[src/rtl/ls_ctrl.sv]
// Load/store stage controller: decodes memory ops, issues one valid/ready
// request at a time, stalls upstream until the access completes and returns
// lane-aligned, sign/zero-extended load data.
module ls_ctrl #(
    parameter int unsigned XLEN     = 64,
    parameter int unsigned INST_LEN = 32
) (
    input  logic                clk,
    input  logic                rstn,
    input  logic                valid_i,
    input  logic [INST_LEN-1:0] instr_i,
    input  logic [XLEN-1:0]     alures_i,
    input  logic [XLEN-1:0]     rs2_i,
    output logic                mem_req_valid,
    input  logic                mem_req_ready,
    output logic                mem_req_wen,
    output logic [XLEN-1:0]     mem_req_addr,
    output logic [XLEN-1:0]     mem_req_wdata,
    output logic [7:0]          mem_req_wmask,
    input  logic                mem_rsp_valid,
    input  logic [XLEN-1:0]     mem_rsp_rdata,
    output logic                ls_stall_o,
    output logic                ld_valid_o,
    output logic [XLEN-1:0]     ld_data_o,
    output logic                misalign_o
);

    localparam int unsigned OFF_W  = 3;
    localparam int unsigned MASK_W = 8;
    localparam logic [6:0]  OP_LOAD  = 7'b0000011;
    localparam logic [6:0]  OP_STORE = 7'b0100011;

    typedef enum logic [1:0] {S_IDLE, S_REQ, S_WAIT, S_DONE} state_e;

    state_e              state_q, state_d;
    logic                wen_q, wen_d;
    logic [XLEN-1:0]     addr_q, addr_d;
    logic [XLEN-1:0]     wdata_q, wdata_d;
    logic [MASK_W-1:0]   wmask_q, wmask_d;
    logic [OFF_W-1:0]    off_q, off_d;
    logic [1:0]          size_q, size_d;
    logic                uns_q, uns_d;
    logic [XLEN-1:0]     ld_data_q, ld_data_d;

    logic [6:0]          opcode;
    logic [2:0]          funct3;
    logic                is_load, is_store, mem_op, misal;
    logic [1:0]          dec_size;
    logic [OFF_W-1:0]    dec_off;
    logic [MASK_W-1:0]   dec_base, dec_wmask;
    logic [XLEN-1:0]     dec_addr, dec_wdata;
    logic [XLEN-1:0]     rsp_shifted, rsp_ext;
    logic                req_valid_c, stall_c, misalign_c;
    logic                unused_instr;

    assign opcode       = instr_i[6:0];
    assign funct3       = instr_i[14:12];
    assign unused_instr = ^{instr_i[INST_LEN-1:15], instr_i[11:7]};

    // Instruction decode and store-lane formatting from the live inputs
    always_comb begin
        is_load  = (opcode == OP_LOAD);
        is_store = (opcode == OP_STORE);
        mem_op   = valid_i & (is_load | is_store);
        dec_size = funct3[1:0];
        dec_off  = alures_i[OFF_W-1:0];
        dec_addr = {alures_i[XLEN-1:OFF_W], OFF_W'(0)};
        misal    = 1'b0;
        dec_base = 8'h01;
        case (dec_size)
            2'd0: begin dec_base = 8'h01; misal = 1'b0;               end
            2'd1: begin dec_base = 8'h03; misal = dec_off[0];         end
            2'd2: begin dec_base = 8'h0F; misal = |dec_off[1:0];      end
            default: begin dec_base = 8'hFF; misal = |dec_off;        end
        endcase
        dec_wmask = dec_base << dec_off;
        dec_wdata = rs2_i << {dec_off, 3'b000};
    end

    // Load-data lane extraction and sign/zero extension
    always_comb begin
        rsp_shifted = mem_rsp_rdata >> {off_q, 3'b000};
        case (size_q)
            2'd0:    rsp_ext = {{(XLEN-8){rsp_shifted[7]  & ~uns_q}}, rsp_shifted[7:0]};
            2'd1:    rsp_ext = {{(XLEN-16){rsp_shifted[15] & ~uns_q}}, rsp_shifted[15:0]};
            2'd2:    rsp_ext = {{(XLEN-32){rsp_shifted[31] & ~uns_q}}, rsp_shifted[31:0]};
            default: rsp_ext = rsp_shifted;
        endcase
    end

    // State register and captured request payload
    always_ff @(posedge clk or negedge rstn) begin
        if (!rstn) begin
            state_q   <= S_IDLE;
            wen_q     <= 1'b0;
            addr_q    <= '0;
            wdata_q   <= '0;
            wmask_q   <= '0;
            off_q     <= '0;
            size_q    <= '0;
            uns_q     <= 1'b0;
            ld_data_q <= '0;
        end else begin
            state_q   <= state_d;
            wen_q     <= wen_d;
            addr_q    <= addr_d;
            wdata_q   <= wdata_d;
            wmask_q   <= wmask_d;
            off_q     <= off_d;
            size_q    <= size_d;
            uns_q     <= uns_d;
            ld_data_q <= ld_data_d;
        end
    end

    // Next-state, capture and handshake control
    always_comb begin
        state_d     = state_q;
        wen_d       = wen_q;
        addr_d      = addr_q;
        wdata_d     = wdata_q;
        wmask_d     = wmask_q;
        off_d       = off_q;
        size_d      = size_q;
        uns_d       = uns_q;
        ld_data_d   = ld_data_q;
        req_valid_c = 1'b0;
        stall_c     = 1'b0;
        misalign_c  = 1'b0;
        case (state_q)
            S_IDLE: begin
                if (mem_op && misal) begin
                    misalign_c = 1'b1;
                end else if (mem_op) begin
                    req_valid_c = 1'b1;
                    stall_c     = 1'b1;
                    wen_d       = is_store;
                    addr_d      = dec_addr;
                    wdata_d     = dec_wdata;
                    wmask_d     = dec_wmask;
                    off_d       = dec_off;
                    size_d      = dec_size;
                    uns_d       = funct3[2];
                    state_d     = mem_req_ready ? S_WAIT : S_REQ;
                end
            end
            S_REQ: begin
                req_valid_c = 1'b1;
                stall_c     = 1'b1;
                if (mem_req_ready) state_d = S_WAIT;
            end
            S_WAIT: begin
                stall_c = 1'b1;
                if (mem_rsp_valid) begin
                    if (!wen_q) ld_data_d = rsp_ext;
                    state_d = S_DONE;
                end
            end
            default: begin
                state_d = S_IDLE;
            end
        endcase
    end

    // Request port: live decode in IDLE, captured payload while held in REQ
    always_comb begin
        mem_req_valid = req_valid_c & rstn;
        mem_req_wen   = 1'b0;
        mem_req_addr  = '0;
        mem_req_wdata = '0;
        mem_req_wmask = '0;
        if (mem_req_valid) begin
            if (state_q == S_IDLE) begin
                mem_req_wen   = is_store;
                mem_req_addr  = dec_addr;
                mem_req_wdata = dec_wdata;
                mem_req_wmask = dec_wmask;
            end else begin
                mem_req_wen   = wen_q;
                mem_req_addr  = addr_q;
                mem_req_wdata = wdata_q;
                mem_req_wmask = wmask_q;
            end
        end
    end

    assign ls_stall_o = stall_c & rstn;
    assign misalign_o = misalign_c & rstn;
    assign ld_valid_o = (state_q == S_DONE) & ~wen_q;
    assign ld_data_o  = ld_data_q;

endmodule

[config.mk]
export PLATFORM = sky130hd
export DESIGN_NAME = ls_ctrl
export DESIGN_NICKNAME = d
export VERILOG_FILES = /design/src/rtl/ls_ctrl.sv
export SDC_FILE = /design/constraint.sdc
export NUM_CORES = 1
export LEC_CHECK = 0
export ABC_AREA = 0
export CORE_MARGIN = 10
export CORE_UTILIZATION = 43
export CTS_CLUSTER_SIZE = 24
export DETAILED_ROUTE_END_ITERATION = 16
export PLACE_DENSITY = 0.78
export RECOVER_POWER = 100
export SYNTH_ARGS = -nofsm -noshare
export SYNTH_HDL_FRONTEND = slang
export SYNTH_SLANG_ARGS = --single-unit
export TNS_END_PERCENT = 20
[constraint.sdc]
create_clock -name clk -period 2.1 [get_ports clk]
set_input_delay 0.21 -clock clk [delete_from_list [all_inputs] [get_ports clk]]
set_output_delay 0.21 -clock clk [all_outputs]
set_load 0.05 [all_outputs]
---- Yosys cells after proc, flatten, opt, wreduce, memory -nomap -nowiden ----
Index checks and enable logic that the tools add are counted.
word-level totals
  word-level logic and storage cells ...... 70
  output and inout bits ................... 205
  input port bits ......................... 229
  flip-flop bits (word level) ............. 206
operators by class
  shift-type cells ........................ 3
  reductions and logical operators ........ 10
  bitwise operators ....................... 12
  equality and inequality tests ........... 13
  multiplexer cells ....................... 23
operators by type and width
  operator                                                         number
  64-bit two-way mux                                               4
  64-bit one-hot mux with 3 select lines                           1
  64-bit by 6-bit left shift with 64-bit output                    1
  64-bit by 6-bit >> shifter with 64-bit output                    1
  8-bit one-hot mux with 3 select lines                            1
  8-bit two-way mux                                                2
  2-bit two-way mux                                                5
  1-bit AND                                                        8
  2-bit == test, second input constant                             4
  2-bit inequality test, second input constant                     4
  8-bit by 3-bit left shift with 8-bit output                      1
  7-bit by 2-bit == test with 1-bit output, second input constant  1
  7-bit by 6-bit == test with 1-bit output, second input constant  1
  2-bit by 1-bit == test with 1-bit output, second input constant  3
  2-bit logical NOT                                                3
  1-bit two-way mux                                                6
  2-bit one-hot mux with 3 select lines                            1
  3-bit AND reduction                                              2
  1-bit one-hot mux with 2 select lines                            2
  4-bit AND reduction                                              1
  2-bit OR reduction                                               2
  1-bit inverter                                                   3
  1-bit one-hot mux with 3 select lines                            1
  3-bit OR reduction                                               1
  other kinds (2)                                                  2

---- Depth between registers and ports, before layout ----
  depth after elaboration ................. 8
  mapped depth ............................ 10
  depth with buffers taken out ............ 7

---- Least setup slack after synthesis ----
No wires, ideal clock.
  path kind ............................... register -> output
  start ................................... register state_q[0]
  end ..................................... output port mem_req_wdata[35]
  arrival ................................. 2.656 ns
  buffers on the path ..................... 2
  setup slack ............................. -0.766 ns
  stages on the path, launching flop included .. 9
  cell sequence ........................... dfrtp_1 > inv_1 > ha_1 > clkbuf_1 > nand4_1 > nor2_1 > o21ai_2 > clkbuf_1 > a211oi_1
on the way
  word-level cells in the longest chain between the ends .. 4
  elaborated cells on any way between the ends .. 6
ends and longest elaborated chain
  element                                                                               RTL line  RTL
  from (decl)                                                                           35        state_e state_q, state_d;
  from (signal assigned)                                                                104       state_q <= state_d;
  2-bit by 1-bit == test with 1-bit output / 2-bit logical NOT (equally long branches)  130, 173
  1-bit one-hot mux with 2 select lines                                                 130       case (state_q)
  1-bit AND                                                                             167       mem_req_valid = req_valid_c & rstn;
  64-bit two-way mux (*)                                                                172       if (mem_req_valid) begin
  to (decl)                                                                             18        output logic [XLEN-1:0] mem_req_wdata,
Mark *: on every way between the ends. The rest lies on a longest branch, timed or not.

---- Final worst setup path ----
  start ................................... register state_q[0]
  end ..................................... output port mem_req_valid
on the way
  word-level cells in the longest chain between the ends .. 3
  elaborated cells on any way between the ends .. 4
ends and longest elaborated chain
  element                                                                               RTL line  RTL
  2-bit by 1-bit == test with 1-bit output / 2-bit logical NOT (equally long branches)  130
  1-bit one-hot mux with 2 select lines (*)                                             130
  1-bit AND (*)                                                                         167
  to (decl)                                                                             14        output logic mem_req_valid,
Marked as above.

==> summary.json <==
{
  "synth.cell_area_um2": 13300,
  "critical_path.cell_chain": "inv_2 -> ha_4 -> nand4_1 -> nor2_4 -> o21ai_4 -> buf_12 -> buf_12 -> inv_1 -> buf_12",
  "min_path_type": "in2async",
  "worstSetupEndpointType": "primary output",
  "tritoncts_clock_tree": "done",
  "crit_path_top_delay_cell": "sky130_fd_sc_hd__dfrtp_1",
  "internal_pwr_total_mw": 14.2,
  "cts_buffers": 24,
  "reg_to_reg_setup_timing_slack_ns": 0.02,
  "final_cell_mix": "sky130_fd_sc_hd__nand2_1 (369), sky130_fd_sc_hd__clkdlybuf4s50_1 (266), sky130_fd_sc_hd__dfrtp_1 (203), sky130_fd_sc_hd__buf_12 (168), sky130_fd_sc_hd__buf_4 (151)",
  "starting_density_pct": 43.6,
  "synth-seq-cells": 206,
  "route.antenna.remaining_nets": 0,
  "placed_area_um2": 21000,
  "die-area_um2": 38500,
  "rsz0062_at_grt": "yes",
  "layoutNonFillerInstCount": 2507,
  "cell_rows": 64,
  "io_pins": 434,
  "die_h_um": 196,
  "area_delta_synth_final_pct": 75.5,
  "maxCapViolCount": 0,
  "timing.clock.skew_ns": 0.0238,
  "final_core_util_pct": 76.6,
  "portion_of_the_clock_cycle_consumed_by_the_worst_path_in_the_final_layout_pct": 123,
  "gp_routability_congestion": 0.996,
  "reg2reg_to": "ld_data_o[41]$_DFFE_PN0P_",
  "share_clk_of_total_power_pct": 18.1,
  "post-route-min-period_ns": 2.59,
  "achievable-frequency_mhz": 386,
  "final_cell_area_excluding_filler_cells_um2": 23400,
  "dp_hpwl_um": 42600,
  "initial_antenna_violation_count": 3,
  "total_switching_power_mw": 10.9,
  "worst-setup-path-type": "reg2out",
  "clockBufferDepth": 3,
  "cp_max_fo": 41,
  "switching_portion_of_total_power_pct": 43.4,
  "timing.slew.headroom_pct": 6.39,
  "hold_viol_final": 110,
  "worst-endpoint-arrival_ns": 2.38,
  "number_of_cells_traversed_by_the_worst_register_to_register_path": 6,
  "cts_sinks": 206,
  "layout.nets": 2324,
  "critical-path-top-cell-by-count": "sky130_fd_sc_hd__buf_12",
  "violations": "hold timing, setup timing",
  "ys_seq_area_share_pct": 38.6,
  "global_routing_usage_summed_across_all_routing_layers_pct": 30.2,
  "filler_cell_count": 1941,
  "first_global_vias": 15183,
  "floorplan.die.width_um": 196,
  "placed_cells_incl_taps": 2424,
  "final_common_cell": "sky130_fd_sc_hd__nand2_1",
  "setup_violations_final": 136,
  "clk-insertion-delay-late_ns": 0.53,
  "sequentialPowerShare_pct": 21.3,
  "synth-warning-count": 0,
  "routed-via-count": 14699,
  "worst_r2r_startpoint": "off_q[2]$_DFFE_PN0P_",
  "crit_required_ns": 1.89,
  "drcViolationCount": 0,
  "number_of_vias_per_cell_after_detailed_routing": 5.86,
  "netlist_instances": 1579,
  "numPortBuffers": 408,
  "postRouteWirelength_um": 62000,
  "cellPowerDensity_nw_per_um2": 1070,
  "drt-pass1-iter-count": 5,
  "ir_drop_uv": 623,
  "cpPeakStageDelay_ns": 0.39,
  "outcome": "complete, but fails checks",
  "first_pass_grt_wire_length_um": 92300,
  "grt_max_degree": 112,
  "globalRoute.totalOverflow": 0,
  "routed_wire_length_per_instance_um": 24.7,
  "tightestPinTransition_ns": 1.40,
  "clockRootBuffer": "sky130_fd_sc_hd__clkbuf_16",
  "clkTransAtPathRegs_ns": 0.06,
  "share_of_total_power_in_combinational_logic_pct": 60.6,
  "placeableCoreArea_um2": 30600,
  "synth.avg_cell_area_um2": 8.45,
  "start_kind": "flip-flop",
  "ctsHtreeMaxLevel": 1,
  "layout_setup_ws_ns": -0.490,
  "hold_slack_ns": -0.231,
  "synth.lib_cells_used.distinct": 49,
  "detail_route.iter0.violations": 1617,
  "power.leakage_nw": 9.66,
  "drive_gt1_share_pct": 31.4,
  "final-max-slew-violation-count": 0
}
## worst max path at each step
| stage | cells after the start | startpoint | to |
|---|---|---|---|
| 2_1_floorplan | 6 | state_q[1]$_DFFE_PN0P_ | mem_req_wdata[33] |
| 3_3_place_gp | 8 | instr_i[3] | off_q[2]$_DFFE_PN0P_ |
| 3_5_place_dp | 9 | instr_i[3] | off_q[2]$_DFFE_PN0P_ |
| 4_1_cts | 9 | state_q[0]$_DFFE_PN0P_ | mem_req_wdata[48] |
| 5_1_grt | 9 | state_q[1]$_DFFE_PN0P_ | ls_stall_o |
| 6_report | 9 | state_q[0]$_DFFE_PN0P_ | mem_req_valid |
## per-stage QoR
stage | setup WS (ns) | TNS, ns | power [mW]
finish | -0.490 | -55.16 | 25.0
global route | -0.522 | -60.97 | 25.9
CTS | -0.474 | -53.22 | 24.5
detailed placement | -0.446 | -72.91 | 17.5
global placement | -0.422 | -63.96 | 17.4
floorplan | -0.174 | -13.80 | 12.8
## final cells by class
| cell class | count | area (um2) | share of cell area, % |
|---|---|---|---|
| Multi-Input combinational cell | 1220 | 8860 | 37.9 |
| Inverter | 18 | 67.6 | 0.289 |
| Antenna cell | 2 | 5.00 | 0.0214 |
| Clock inverter | 6 | 85.1 | 0.363 |
| Tap cell | 396 | 495 | 2.12 |
| Sequential cell | 206 | 5160 | 22.0 |
| Clock buffer | 38 | 764 | 3.26 |
| Timing Repair Buffer | 621 | 7970 | 34.1 |
## synthesized netlist by cell type, drive strengths merged
master | n | area [um2]
o21ai | 75 | 383
nor4 | 1 | 12.5
o22ai | 8 | 50.1
ha | 4 | 50.1
nor3 | 2 | 10.0
mux4 | 31 | 698
o311a | 1 | 21.3
nor2b | 12 | 75.1
nand4 | 2 | 12.5
o2bb2ai | 5 | 43.8
o21a | 9 | 67.6
a21o | 1 | 7.51
inv | 17 | 63.8
o211ai | 13 | 97.6
nor3b | 2 | 15.0
a211oi | 59 | 443
nand2b | 18 | 113
o22a | 7 | 61.3
mux2i | 160 | 1600
nand3b | 2 | 15.0
buf | 74 | 449
clkbuf | 63 | 236
a22oi | 11 | 82.6
a2bb2oi | 8 | 70.1
and3 | 6 | 37.5
clkinv | 1 | 3.75
nand3 | 16 | 85.1
or2 | 3 | 18.8
mux2 | 36 | 405
conb | 1 | 3.75
o221ai | 2 | 17.5
a32oi | 1 | 8.76
a21oi | 73 | 365
dfrtp | 206 | 5150
nand2 | 370 | 1390
and2 | 14 | 87.6
nor2 | 230 | 866
a31oi | 34 | 213
and2b | 1 | 8.76
## routing by layer
| layer | GRT usage, % | vias to the layer above | routed length [um] |
|---|---|---|---|
| met3 | 6.75 | 158 | 5190 |
| li1 | - | 6467 | - |
| met4 | 12.8 | 2 | 3030 |
| met1 | 36.5 | 7249 | 23100 |
| met2 | 50.8 | 823 | 30700 |
| met5 | 0 | - | 13 |
## logic make-up after synthesis
family,count (synthesis),synth area share (%)
other,1,0.0281
muxes,227,20.3
AOI/OAI and AO/OA,307,14.5
buffers and inverters,155,5.64
DFF,206,38.6
adders and majority gates,4,0.375
and+or+nand+nor,679,20.6
## what timing repair did
| action | CTS | global route |
|---|---|---|
| setup buffers | 14 | 4 |
| cloned | 17 | 2 |
| setup endpoints to repair | 182 | 200 |
| endpoints found under the hold margin | 206 | 206 |
| resized for setup | 136 | 44 |
| pin swaps | 19 | 14 |
## power by group through the flow
stage | Sequential [mW] | Clock (mW) | Combinational (mW)
3_5_place_dp | 5.35 | 0 | 12.2
4_1_cts | 5.30 | 4.56 | 14.7
2_1_floorplan | 7.29 | 0 | 5.51
5_1_grt | 5.41 | 4.73 | 15.8
3_3_place_gp | 5.33 | 0 | 12.0
6_report | 5.34 | 4.53 | 15.2
## worst max-delay path: cells and delay by family (launching register included)
family,cells,cell delay [ns]
DFF,1,0.39
AOI/OAI and AO/OA,1,0.22
buffers and inverters,5,0.83
adders and majority gates,1,0.16
and+or+nand+nor,2,0.21
## sequential cells by signal (all words and copies together) (netlist names)
signal and flops:
size_q 2, ld_data_o 64, wdata_q 64, wmask_q 8, off_q 3, addr_q 61
uns_q 1, state_q 2, wen_q 1
(Power assumes the default switching activity.)
